$ cat src/rtl/noc_pkg.sv
// Shared flit field positions, link state encodings and default link credit depth.
// Imported by the leaf uplink arbiter; holds no logic of its own.
package noc_pkg;

  localparam int DEST_GRP_MSB  = 15;
  localparam int DEST_GRP_LSB  = 12;
  localparam int DEST_LEAF_MSB = 11;
  localparam int DEST_LEAF_LSB = 10;

  localparam int DEF_CREDITS = 8;

  typedef enum logic [1:0] {
    LS_IDLE  = 2'b00,
    LS_SEND  = 2'b01,
    LS_STALL = 2'b10
  } link_state_e;

endpackage

$ cat src/rtl/uplink_src_fifo.sv
// Per-source flit FIFO: pop data is combinational from the head, 0-cycle read latency.
// Full is derived from registered pointers only, so a push is refused while full even if a pop happens that cycle.
module uplink_src_fifo #(
  parameter int DWIDTH = 16,
  parameter int DEPTH  = 4
) (
  input  logic              i_clk,
  input  logic              i_reset_n,
  input  logic              i_push,
  input  logic [DWIDTH-1:0] i_push_dat,
  input  logic              i_pop,
  output logic [DWIDTH-1:0] o_pop_dat,
  output logic              o_full,
  output logic              o_empty
);

  localparam int AW = $clog2(DEPTH);

  logic [DWIDTH-1:0] r_mem [DEPTH];
  logic [AW:0]       r_wr_ptr;
  logic [AW:0]       r_rd_ptr;

  // Pointers carry one extra wrap bit to tell full from empty.
  assign o_empty   = (r_wr_ptr == r_rd_ptr);
  assign o_full    = (r_wr_ptr[AW] != r_rd_ptr[AW]) &&
                     (r_wr_ptr[AW-1:0] == r_rd_ptr[AW-1:0]);
  assign o_pop_dat = r_mem[r_rd_ptr[AW-1:0]];

  always_ff @(posedge i_clk) begin
    if (!i_reset_n) begin
      r_wr_ptr <= '0;
      r_rd_ptr <= '0;
    end else begin
      if (i_push && !o_full) begin
        r_wr_ptr <= r_wr_ptr + 1'b1;
      end
      if (i_pop && !o_empty) begin
        r_rd_ptr <= r_rd_ptr + 1'b1;
      end
    end
  end

  always_ff @(posedge i_clk) begin
    if (i_push && !o_full) begin
      r_mem[r_wr_ptr[AW-1:0]] <= i_push_dat;
    end
  end

endmodule

$ cat src/rtl/leaf_uplink_arbiter.sv
// Round-robin uplink from NUM_SRC buffered leaf sources onto a valid-only spine link; 2 edges handshake to output.
// Link backpressure is a credit counter returned by credit_in pulses; sources are throttled only by FIFO full.
module leaf_uplink_arbiter
  import noc_pkg::*;
#(
  parameter int DWIDTH         = 16,
  parameter int NUM_SRC        = 4,
  parameter int SRC_FIFO_DEPTH = 4,
  parameter int CREDITS        = DEF_CREDITS
) (
  input  logic                           clk,
  input  logic                           reset,
  input  logic                           link_en,
  input  logic [NUM_SRC*DWIDTH-1:0]      src_data,
  input  logic [NUM_SRC-1:0]             src_valid,
  output logic [NUM_SRC-1:0]             src_ready,
  output logic [DWIDTH-1:0]              up_out_data,
  output logic                           up_out_valid,
  input  logic                           credit_in,
  output logic [$clog2(CREDITS+1)-1:0]   credit_cnt,
  output logic [1:0]                     link_state,
  output logic                           credit_err,
  output logic [15:0]                    sent_count
);

  localparam int CW = $clog2(CREDITS + 1);
  localparam int SW = (NUM_SRC > 1) ? $clog2(NUM_SRC) : 1;

  logic [NUM_SRC-1:0] w_full;
  logic [NUM_SRC-1:0] w_empty;
  logic [NUM_SRC-1:0] w_push;
  logic [NUM_SRC-1:0] w_pop;
  logic [DWIDTH-1:0]  w_fifo_dat [NUM_SRC];

  logic [SW-1:0]      r_rr;
  logic [SW-1:0]      w_win;
  logic [SW-1:0]      w_idx;
  logic [SW-1:0]      w_rr_nxt;
  logic               w_found;
  logic               w_any;
  logic               w_grant;
  logic               w_stall;

  logic [DWIDTH-1:0]  r_out_dat;
  logic               r_out_vld;
  logic [CW-1:0]      r_credit;
  logic               r_credit_err;
  logic [15:0]        r_sent;
  link_state_e        r_state;

  assign src_ready = ~w_full;
  assign w_push    = src_valid & ~w_full;

  genvar g;
  for (g = 0; g < NUM_SRC; g++) begin : g_src
    uplink_src_fifo #(
      .DWIDTH(DWIDTH),
      .DEPTH (SRC_FIFO_DEPTH)
    ) u_fifo (
      .i_clk     (clk),
      .i_reset_n (reset),
      .i_push    (w_push[g]),
      .i_push_dat(src_data[g*DWIDTH +: DWIDTH]),
      .i_pop     (w_pop[g]),
      .o_pop_dat (w_fifo_dat[g]),
      .o_full    (w_full[g]),
      .o_empty   (w_empty[g])
    );
  end

  // First non-empty source at or after the rr pointer, wrapping modulo NUM_SRC.
  always_comb begin
    w_win   = r_rr;
    w_idx   = r_rr;
    w_found = 1'b0;
    for (int k = 0; k < NUM_SRC; k++) begin
      w_idx = SW'((int'(r_rr) + k) % NUM_SRC);
      if (!w_found && !w_empty[w_idx]) begin
        w_found = 1'b1;
        w_win   = w_idx;
      end
    end
  end

  assign w_any    = |(~w_empty);
  assign w_grant  = link_en && (r_credit != '0) && w_any;
  assign w_stall  = link_en && w_any && (r_credit == '0);
  assign w_rr_nxt = (w_win == SW'(NUM_SRC - 1)) ? '0 : w_win + SW'(1);
  assign w_pop    = w_grant ? (NUM_SRC'(1) << w_win) : '0;

  always_ff @(posedge clk) begin
    if (!reset) begin
      r_out_dat    <= '0;
      r_out_vld    <= 1'b0;
      r_credit     <= CW'(CREDITS);
      r_credit_err <= 1'b0;
      r_sent       <= '0;
      r_rr         <= '0;
      r_state      <= LS_IDLE;
    end else begin
      r_out_vld <= w_grant;
      if (w_grant) begin
        r_out_dat <= w_fifo_dat[w_win];
        r_rr      <= w_rr_nxt;
        r_sent    <= r_sent + 16'd1;
      end

      // A returned credit and a grant in the same cycle cancel out.
      case ({w_grant, credit_in})
        2'b10: r_credit <= r_credit - CW'(1);
        2'b01: begin
          if (r_credit == CW'(CREDITS)) begin
            r_credit_err <= 1'b1;
          end else begin
            r_credit <= r_credit + CW'(1);
          end
        end
        default: r_credit <= r_credit;
      endcase

      case (r_state)
        LS_IDLE: begin
          if (w_grant)      r_state <= LS_SEND;
          else if (w_stall) r_state <= LS_STALL;
        end
        LS_SEND: begin
          if (w_grant)      r_state <= LS_SEND;
          else if (w_stall) r_state <= LS_STALL;
          else              r_state <= LS_IDLE;
        end
        LS_STALL: begin
          if (w_grant)       r_state <= LS_SEND;
          else if (!w_stall) r_state <= LS_IDLE;
        end
        default: r_state <= LS_IDLE;
      endcase
    end
  end

  assign up_out_data  = r_out_dat;
  assign up_out_valid = r_out_vld;
  assign credit_cnt   = r_credit;
  assign credit_err   = r_credit_err;
  assign sent_count   = r_sent;
  assign link_state   = r_state;

endmodule

$ cat config.mk
export PLATFORM = sky130hd
export DESIGN_NAME = leaf_uplink_arbiter
export DESIGN_NICKNAME = d
export VERILOG_FILES = /design/src/rtl/noc_pkg.sv /design/src/rtl/uplink_src_fifo.sv /design/src/rtl/leaf_uplink_arbiter.sv
export SDC_FILE = /design/constraint.sdc
export NUM_CORES = 1
export LEC_CHECK = 0
export BUFFER_PORTS_ARGS = -buffer_cell sky130_fd_sc_hd__buf_2
export CORE_ASPECT_RATIO = 2
export CORE_MARGIN = 4
export CORE_UTILIZATION = 50
export CTS_BUF_LIST = sky130_fd_sc_hd__clkbuf_4
export DETAILED_ROUTE_END_ITERATION = 8
export PLACE_DENSITY_LB_ADDON = 0.08
export SYNTH_ARGS = -nofsm -noshare
export SYNTH_HDL_FRONTEND = slang
export SYNTH_SLANG_ARGS = --single-unit
$ cat constraint.sdc
create_clock -name clk -period 7 [get_ports clk]
set_input_delay 0.7 -clock clk [delete_from_list [all_inputs] [get_ports clk]]
set_output_delay 0.7 -clock clk [all_outputs]
set_load 0.01 [all_outputs]
==> results of run 1 <==
==> cells by family (layout without fill, tap and decap cells) <==
| family | after synthesis | after routing | share of synthesized area, % |
|---|---|---|---|
| other cells | 0 | 1 | 0 |
| xor+xnor | 38 | 38 | 2.51 |
| fa+ha+maj | 25 | 25 | 2.41 |
| buf+inv | 51 | 260 | 1.65 |
| mux | 109 | 109 | 14.6 |
| flops | 330 | 330 | 69.1 |
| simple gates | 176 | 176 | 6.83 |
| compound gates | 46 | 46 | 2.96 |
==> stage by stage <==
stage	utilization (%)	cell area (um^2)	total power, mW	setup slack (ns)	instances
2_1_floorplan	-	13300	3.26	3.75	775
3_3_place_gp	53.9	14200	3.62	3.27	1199
3_5_place_dp	53.9	14200	3.66	3.18	1199
4_1_cts	57.6	15100	5.21	3.18	1328
5_1_grt	57.6	15100	5.41	2.93	1329
6_report	57.6	15100	5.13	3.16	1329
==> state kept, by name (all words and copies together), names as in the netlist, named ones only <==
name                   flops
g_src.u_fifo.r_mem       256
up_out_valid               1
g_src.u_fifo.r_rd_ptr     12
credit_cnt                 4
g_src.u_fifo.r_wr_ptr     12
sent_count                16
credit_err                 1
r_rr                       2
link_state                 2
up_out_data               16
==> critical path, cell delays in order (launching register included) <==
cell,delay (ns)
dfxtp_1,0.35
xor2_1,0.19
or3_1,0.50
o41a_1,0.47
nand2_1,0.63
nand2_1,0.24
ha_1,0.34
a21o_1,0.17
a21o_1,0.20
or4_1,0.40
a21o_1,0.19
nand3_1,0.07
==> routing by layer <==
metal	up-vias	GRT usage, %	routed length, um
met5	-	0	12
met4	2	8.94	776
met3	53	4.08	1460
met2	202	36.0	15500
met1	3670	20.9	9800
li1	3396	-	-
==> power by group <==
group,leakage [nW],switching (mW),internal (mW)
Clock,0.575,0.711,0.813
Combinational,1.88,0.639,0.557
Sequential,2.95,0.129,2.28
Total,5.41,1.48,3.65
==> how the worst max path moves through the flow <==
stage / from / end
finish: g_src[1].u_fifo.r_wr_ptr[1] / credit_cnt[3]
global placement: g_src[3].u_fifo.r_wr_ptr[2] / credit_cnt[3]
global route: g_src[3].u_fifo.r_wr_ptr[0] / credit_cnt[3]
CTS: g_src[3].u_fifo.r_wr_ptr[2] / credit_cnt[3]
floorplan: g_src[3].u_fifo.r_wr_ptr[2] / credit_cnt[3]
detailed placement: g_src[3].u_fifo.r_wr_ptr[0] / credit_cnt[3]
==> placed cells by master, fill, tap and decap left out, types with 7 or more instances in the layout <==
cell type and count:
buf_2 115, nand2b_1 7, clkinv_1 15, edfxtp_1 256, nand3_1 12, xnor2_1 25
mux2_2 32, a21oi_1 8, clkbuf_4 107, mux4_2 64, nor2_1 43, nand2_1 31
dfxtp_1 74, and3_1 24, and2_1 13, nor4_1 9, nor3_1 15, a221o_1 16
inv_1 10, mux2i_1 13, xor2_1 13, ha_1 24
==> cell type report <==
type	count	share of cell area (%)
well taps	344	2.84
repair buffers	121	4.10
diodes	1	0.0165
flip-flops and latches	330	60.6
multi-input cells	394	25.8
clock inverters	22	1.08
clock buffers	107	5.31
inverters	10	0.248
==> flow_summary.yaml, run 1 <==
outcome:
  status: "finished clean"
placement:
  place.detailed.hpwl_um: 19300
  place.port_buffers: 115
  routabilityCongestion: 0.785
timing:
  finClkSkew_ns: 0.0279
  final_hold_viol_count: 0
  tightestPinTransition_ns: 1.12
  unrepaired_setup_endpoints_after_global_routing: "no"
  setup_viol: 0
  final_max_slew_viol_count: 0
  hold_slack_ns: 0.201
  fmax_mhz: 261
  final_tns_setup_ns: 0
  final_min_period_ns: 3.84
  slew_headroom_pct: 24.8
  min_period_over_period_pct: 54.8
drt:
  viasPerCell: 5.51
  route.final.wire_length_um: 27500
  drt_drc_violations_left: 0
  detailed_route_via_count: 7323
  initialDrtViolationCount: 289
  count_of_antenna_violating_nets_left_after_detailed_routing: 0
  average_wire_per_cell_in_the_routed_design_um: 20.7
  drt_pre_antenna_iters: 4
clocking:
  cts_max_level: 3
  clock_slew_at_reported_path_ffs_ns: 0.07
  clock_insertion_delay_worst_skew_ns: 0.71
  ctsLongestPathBuffers: 3
  postCtsSetupRepairBufs: 0
  tritoncts_clock_tree: "yes"
  number_of_cts_inserted_buffers: 74
  ctsRootBufferMaster: "clkbuf_4"
  tritoncts_num_sinks: 330
  cts_repair_resize_count: 0
  ctsHoldBuffers: 0
setup_path:
  setup.worst_path.class: "reg -> reg"
  ff2ff_setup_slack_ns: 3.16
  worst_setup_path_end_kind: "flop"
  crit_path_max_fanout: 26
  timing.rr.start: "g_src[1].u_fifo.r_wr_ptr[1]"
  critical_path_arrival_ns: 4.49
  r2r.worst_path.cells: 11
  r2r-end: "credit_cnt[3]"
  crit_required_ns: 7.65
  critical_path.startpoint_type: "flop"
logic_synthesis:
  yosysWarnings: 0
  yosys-top-cells-area: "edfxtp_1 (58%), dfxtp_1 (11%), mux4_2 (11%), mux2_2 (2.7%), ha_1 (2.3%)"
  synth-seq-area-share_pct: 69.1
  number_of_synthesized_flops_with_an_enable_pin: 256
  synth.lib_cells_used.distinct: 52
  synth_largest_type_area_fraction_pct: 57.9
  post_syn_nets: 872
  netlist_area_um2: 13300
  yosys-top-cells-count: "edfxtp_1 (256), dfxtp_1 (74), mux4_2 (64)"
  ys_seq_elements: 330
  postSynth.asyncResetShare_pct: 0
  synthesis.instances: 775
  synth_area_leader_cell: "edfxtp_1"
  yosys_most_used_dff: "edfxtp_1"
  postSynthAreaPerCell_um2: 17.1
  most_common_cell_in_the_netlist: "edfxtp_1"
hold_path:
  min_path_cells: 1
  min-delay-start: "src_data[12]"
  whs_endpoint: "g_src[0].u_fifo.r_mem[0][12]"
  holdCritPathClass: "in -> reg"
cells_and_area:
  final-seq-area_um2: 9170
  layout_overhead_on_the_synthesized_area_pct: 14.0
  final_net_count: 1028
  layout-drive-gt1-share_pct: 34.5
  n_fill_cell: 2153
  area_of_combinational_cells_with_multiple_inputs_um2: 3900
power_and_ir_drop:
  power.static_leakage_nw: 5.41
  cellPowerDensity_nw_per_um2: 339
  ir_drop_v: 0.000158
floorplan:
  fp.coreArea_um2: 26300
  row_count: 84
  dieWidth_um: 123
  dieHeight_um: 238
  floorplan.initialDensity_pct: 50.5
  io-pin-count: 116
  die_area_um2: 29400
grt:
  antenna_found_initial: 2
  vias_in_the_first_global_route: 8094
  maximum_number_of_pins_on_one_net_before_global_route_repair: 42
  grt_remaining_overflow: 0
  grt_pass1_wl_um: 43100
  gr-usage-all-layers_pct: 19.5
flow_run:
  drv.max_cap_violation_count: 0
Power figures use the tool's default switching activity.
==> inputs of run 2 (changes only) <==
- clock period: 7 -> 3.15 ns (I/O delays scaled with it)
==> flow_summary.yaml, run 2 (synthesized netlist as in run 1, its figures left out) <==
outcome:
  status: "finished clean"
timing:
  tightestPinTransition_ns: 0.974
  slew_headroom_pct: 35.1
  finClkSkew_ns: 0.0288
  final_hold_viol_count: 0
  fmax_mhz: 333
  final_max_slew_viol_count: 0
  unrepaired_setup_endpoints_after_global_routing: "no"
  final_min_period_ns: 3.00
  min_period_over_period_pct: 95.3
  setup_viol: 0
  final_tns_setup_ns: 0
power_and_ir_drop:
  totalPowerFinal_mw: 11.7
  ir_drop_v: 0.000592
  sw_frac_of_total_pct: 29.2
  seq_power_share_pct: 45.3
  power.static_leakage_nw: 5.83
  comb_power_share_pct: 25.0
  power_frac_clock_pct: 29.7
  p_sw_mw: 3.42
  p_int_mw: 8.28
  cellPowerDensity_nw_per_um2: 729
clocking:
  ctsRootBufferMaster: "clkbuf_4"
  cts_max_level: 3
  number_of_cts_inserted_buffers: 77
  tritoncts_num_sinks: 330
  postCtsSetupRepairBufs: 0
  clock_slew_at_reported_path_ffs_ns: 0.08
  clock_insertion_delay_worst_skew_ns: 0.74
  ctsLongestPathBuffers: 3
  tritoncts_clock_tree: "yes"
grt:
  maximum_number_of_pins_on_one_net_before_global_route_repair: 41
  grtUsageMet3_pct: 4.20
  grt_util_met2_pct: 36.6
  antenna_found_initial: 1
  grt_pass1_wl_um: 44900
  grt_remaining_overflow: 0
  vias_in_the_first_global_route: 8381
  global_route.usage.met1_pct: 22.4
  gr_busiest_metal: "met2"
  gr-usage-all-layers_pct: 20.5
cells_and_area:
  number_of_flip_flops_under_the_largest_register_name: 256
  mostFrequentLayoutCells: "edfxtp_1 (256), buf_2 (115), clkbuf_4 (114)"
  n_fill_cell: 2068
  layout_overhead_on_the_synthesized_area_pct: 20.8
  final_net_count: 1119
  layout-drive-gt1-share_pct: 34.5
  area_of_combinational_cells_with_multiple_inputs_um2: 3920
  layout_commonest_cell: "edfxtp_1"
  final-seq-area_um2: 9170
floorplan:
  row_count: 84
  floorplan.initialDensity_pct: 50.5
  die_area_um2: 29400
  dieHeight_um: 238
  dieWidth_um: 123
  io-pin-count: 116
  fp.coreArea_um2: 26300
drt:
  route.final.wire_length_um: 28700
  initialDrtViolationCount: 488
  count_of_antenna_violating_nets_left_after_detailed_routing: 0
  drt_drc_violations_left: 0
  average_wire_per_cell_in_the_routed_design_um: 20.1
  detailed_route_via_count: 7634
  viasPerCell: 5.34
  drt_pre_antenna_iters: 5
setup_path:
  critical_path.startpoint_type: "flop"
  crit_required_ns: 3.82
  setup.worst_path.class: "reg -> reg"
  crit_path_max_fanout: 4
  critical_path_arrival_ns: 3.68
  timing.rr.start: "g_src[1].u_fifo.r_wr_ptr[1]"
  worst_setup_path_startpoint: "g_src[1].u_fifo.r_wr_ptr[1]"
  worst_setup_path_end_kind: "flop"
placement:
  place.detailed.hpwl_um: 19300
  routabilityCongestion: 0.802
  place.port_buffers: 115
flow_run:
  drv.max_cap_violation_count: 0
hold_path:
  holdCritPathClass: "in -> reg"
  min-delay-start: "src_valid[0]"
-- run 2: metal layers --
| layer | up-vias | share of wire [%] |
|---|---|---|
| li1 | 3575 | - |
| met2 | 203 | 55 |
| met1 | 3803 | 37 |
| met5 | - | 0 |
| met3 | 53 | 4.5 |
| met4 | 0 | 3.9 |
-- run 2: repair_timing --
| action | in CTS | in global routing |
|---|---|---|
| endpoints found under the setup margin | 0 | 1 |
| endpoints found under the hold margin | 262 | 0 |
| hold buffers | 66 | 0 |
| resized for setup | 0 | 5 |
-- run 2: final cells by class --
class                      count  area share (%)
antenna                        1          0.0156
clock buffer                 114            5.34
clock inverter                27            1.02
inverter                      10           0.234
multi-input combinational    394            24.4
sequential                   330            57.2
tap                          344            2.68
timing repair buffer         209            9.10
-- run 2: per-stage QoR --
step                setup WS (ns)  hold WS (ns)  utilization (%)  area, um^2  instances
floorplan                  0.0164         0.414                -       13300        775
global placement            0.221         0.455             54.6       14300       1221
detailed placement          0.120         0.476             54.6       14300       1221
CTS                         0.103       0.00625             61.0       16000       1428
global route               0.0211        0.0895             61.0       16000       1429
finish                      0.148        0.0857             61.0       16000       1429
-- run 2: power groups by stage --
stage	clock network (mW)	registers [mW]	logic, mW
after floorplan	0	5.37	1.90
after global placement	0	5.37	2.80
after detailed placement	0	5.40	2.87
after CTS	3.60	5.30	2.95
after global routing	3.82	5.35	3.16
final	3.47	5.30	2.93
-- run 2: critical path, cell delays in order (launching register included) --
cell     delay (ns)
dfxtp_2        0.35
xor2_1         0.19
or3_4          0.39
o41a_1         0.47
nand2_2        0.09
nand2_2        0.08
ha_1           0.29
a21o_1         0.18
a21o_1         0.21
or4_1          0.41
a21o_1         0.20
nand3_1        0.07
-- run 2: final timing paths --
path                                 endpoint  cells after the start  slack, ns
setup / recovery                credit_cnt[3]                     11       0.15
hold / removal    g_src[0].u_fifo.r_wr_ptr[1]                      4       0.09
setup reg to reg                credit_cnt[3]                     11       0.15
hold reg to reg   g_src[2].u_fifo.r_rd_ptr[2]                      2       0.48
==> inputs of run 3 (changes only) <==
- CORE_UTILIZATION: 50 -> 38
==> flow_summary.yaml, run 3 (synthesized netlist as in run 1, its figures left out) <==
outcome:
  status: "finished clean"
grt:
  maximum_number_of_pins_on_one_net_before_global_route_repair: 42
  grt_pass1_wl_um: 48100
  gr-usage-all-layers_pct: 16.5
  grt_remaining_overflow: 0
  vias_in_the_first_global_route: 8600
  antenna_found_initial: 3
timing:
  final_min_period_ns: 3.02
  final_tns_setup_ns: 0
  final_max_slew_viol_count: 0
  slew_headroom_pct: 41.6
  unrepaired_setup_endpoints_after_global_routing: "no"
  setup_viol: 0
  fmax_mhz: 331
  min_period_over_period_pct: 95.9
  finClkSkew_ns: 0.0401
  hold_slack_ns: 0.128
  tightestPinTransition_ns: 0.875
  final_hold_viol_count: 0
cells_and_area:
  final_net_count: 1130
  layout_overhead_on_the_synthesized_area_pct: 22.2
  layout_commonest_cell: "edfxtp_1"
  n_fill_cell: 3136
  number_of_flip_flops_under_the_largest_register_name: 256
  final_cell_count_no_fill: 1537
  post-route-util_pct: 47.2
  area_of_combinational_cells_with_multiple_inputs_um2: 3910
  final-seq-area_um2: 9170
  mostFrequentLayoutCells: "edfxtp_1 (256), clkbuf_4 (119), buf_2 (115)"
  post-route-cell-area_um2: 16200
  layout-drive-gt1-share_pct: 35.2
floorplan:
  row_count: 96
  io-pin-count: 116
  floorplan.initialDensity_pct: 38.6
  fp.coreArea_um2: 34400
  die_area_um2: 38200
  dieHeight_um: 272
  dieWidth_um: 140
setup_path:
  worst_setup_path_end_kind: "flop"
  worst_setup_path_startpoint: "g_src[1].u_fifo.r_wr_ptr[1]"
  critical_path.startpoint_type: "flop"
  ff2ff_setup_slack_ns: 0.13
  crit_path_max_fanout: 4
  critical_path_arrival_ns: 3.67
  r2r-end: "credit_cnt[3]"
  r2r.worst_path.cells: 11
  setup.worst_path.class: "reg -> reg"
  crit_required_ns: 3.80
  timing.rr.start: "g_src[1].u_fifo.r_wr_ptr[1]"
drt:
  route.final.wire_length_um: 30600
  count_of_antenna_violating_nets_left_after_detailed_routing: 0
  drt_pre_antenna_iters: 5
  detailed_route_via_count: 7706
  viasPerCell: 5.01
  initialDrtViolationCount: 371
  drt_drc_violations_left: 0
  average_wire_per_cell_in_the_routed_design_um: 19.9
placement:
  place.port_buffers: 115
  dpl-instance-area_um2: 14500
  place_inst: 1328
  routabilityCongestion: 0.768
  place.detailed.hpwl_um: 21200
clocking:
  ctsLongestPathBuffers: 3
  clock_insertion_delay_worst_skew_ns: 0.72
  number_of_cts_inserted_buffers: 77
  postCtsSetupRepairBufs: 0
  tritoncts_clock_tree: "yes"
  tritoncts_num_sinks: 330
  clock_slew_at_reported_path_ffs_ns: 0.07
  cts_max_level: 3
  ctsRootBufferMaster: "clkbuf_4"
power_and_ir_drop:
  ir_drop_v: 0.000448
  cellPowerDensity_nw_per_um2: 722
  power_frac_clock_pct: 29.4
  p_int_mw: 8.27
  p_sw_mw: 3.45
  sw_frac_of_total_pct: 29.4
  seq_power_share_pct: 45.2
  power.static_leakage_nw: 5.89
  comb_power_share_pct: 25.3
flow_run:
  drv.max_cap_violation_count: 0
hold_path:
  holdCritPathClass: "in -> reg"
  min-delay-start: "src_valid[2]"
  whs_endpoint: "g_src[2].u_fifo.r_wr_ptr[0]"
  min_path_cells: 4
==> run 3: area by class of cell <==
class	instances	area share, %
antenna	3	0.0463
timing repair buffer	220	9.52
tap	441	3.40
multi-input combinational	394	24.1
sequential	330	56.5
clock buffer	119	5.51
clock inverter	20	0.679
inverter	10	0.231
==> run 3: worst max path at each step <==
stage	end	slack, ns	cells after the start
after floorplan	credit_cnt[3]	0.02	13
after global placement	credit_cnt[3]	0.19	11
after detailed placement	credit_cnt[3]	0.11	11
after CTS	credit_cnt[3]	0.09	11
after global routing	credit_cnt[3]	0.007	11
final	credit_cnt[3]	0.13	11
==> run 3: repair_timing <==
action	4_1_cts	5_1_grt
setup endpoints to repair	0	1
resized for setup	0	1
hold endpoints to repair	263	0
hold buffers	67	0
==> run 3: power by group through the flow <==
| stage | sequential, mW | combinational, mW | clock [mW] |
|---|---|---|---|
| 2_1_floorplan | 5.37 | 1.90 | 0 |
| 3_3_place_gp | 5.38 | 2.87 | 0 |
| 3_5_place_dp | 5.40 | 2.95 | 0 |
| 4_1_cts | 5.30 | 3.04 | 3.63 |
| 5_1_grt | 5.34 | 3.24 | 3.87 |
| 6_report | 5.30 | 2.97 | 3.45 |
==> run 3: metrics by stage <==
step,power [mW],setup WS (ns)
after detailed placement,8.35,0.111
after global placement,8.25,0.190
after floorplan,7.27,0.0164
after CTS,12.0,0.0946
final,11.7,0.128
after global routing,12.5,0.00652
==> run 3: critical path, stage by stage, from the launching register on <==
cell and delay [ns]:
dfxtp_1 0.35, xor2_1 0.20, or3_4 0.41, o41a_1 0.46
nand2_2 0.08, nand2_1 0.10, ha_1 0.29, a21o_1 0.18
a21o_1 0.21, or4_1 0.42, a21o_1 0.19, nand3_1 0.08
==> run 3: per-layer routing <==
metal  global-route usage (%)  wire length (um)
met2                     31.9             17600
met4                     6.58               691
met3                     3.58              1350
met5                        0                 0
met1                     16.8             11000
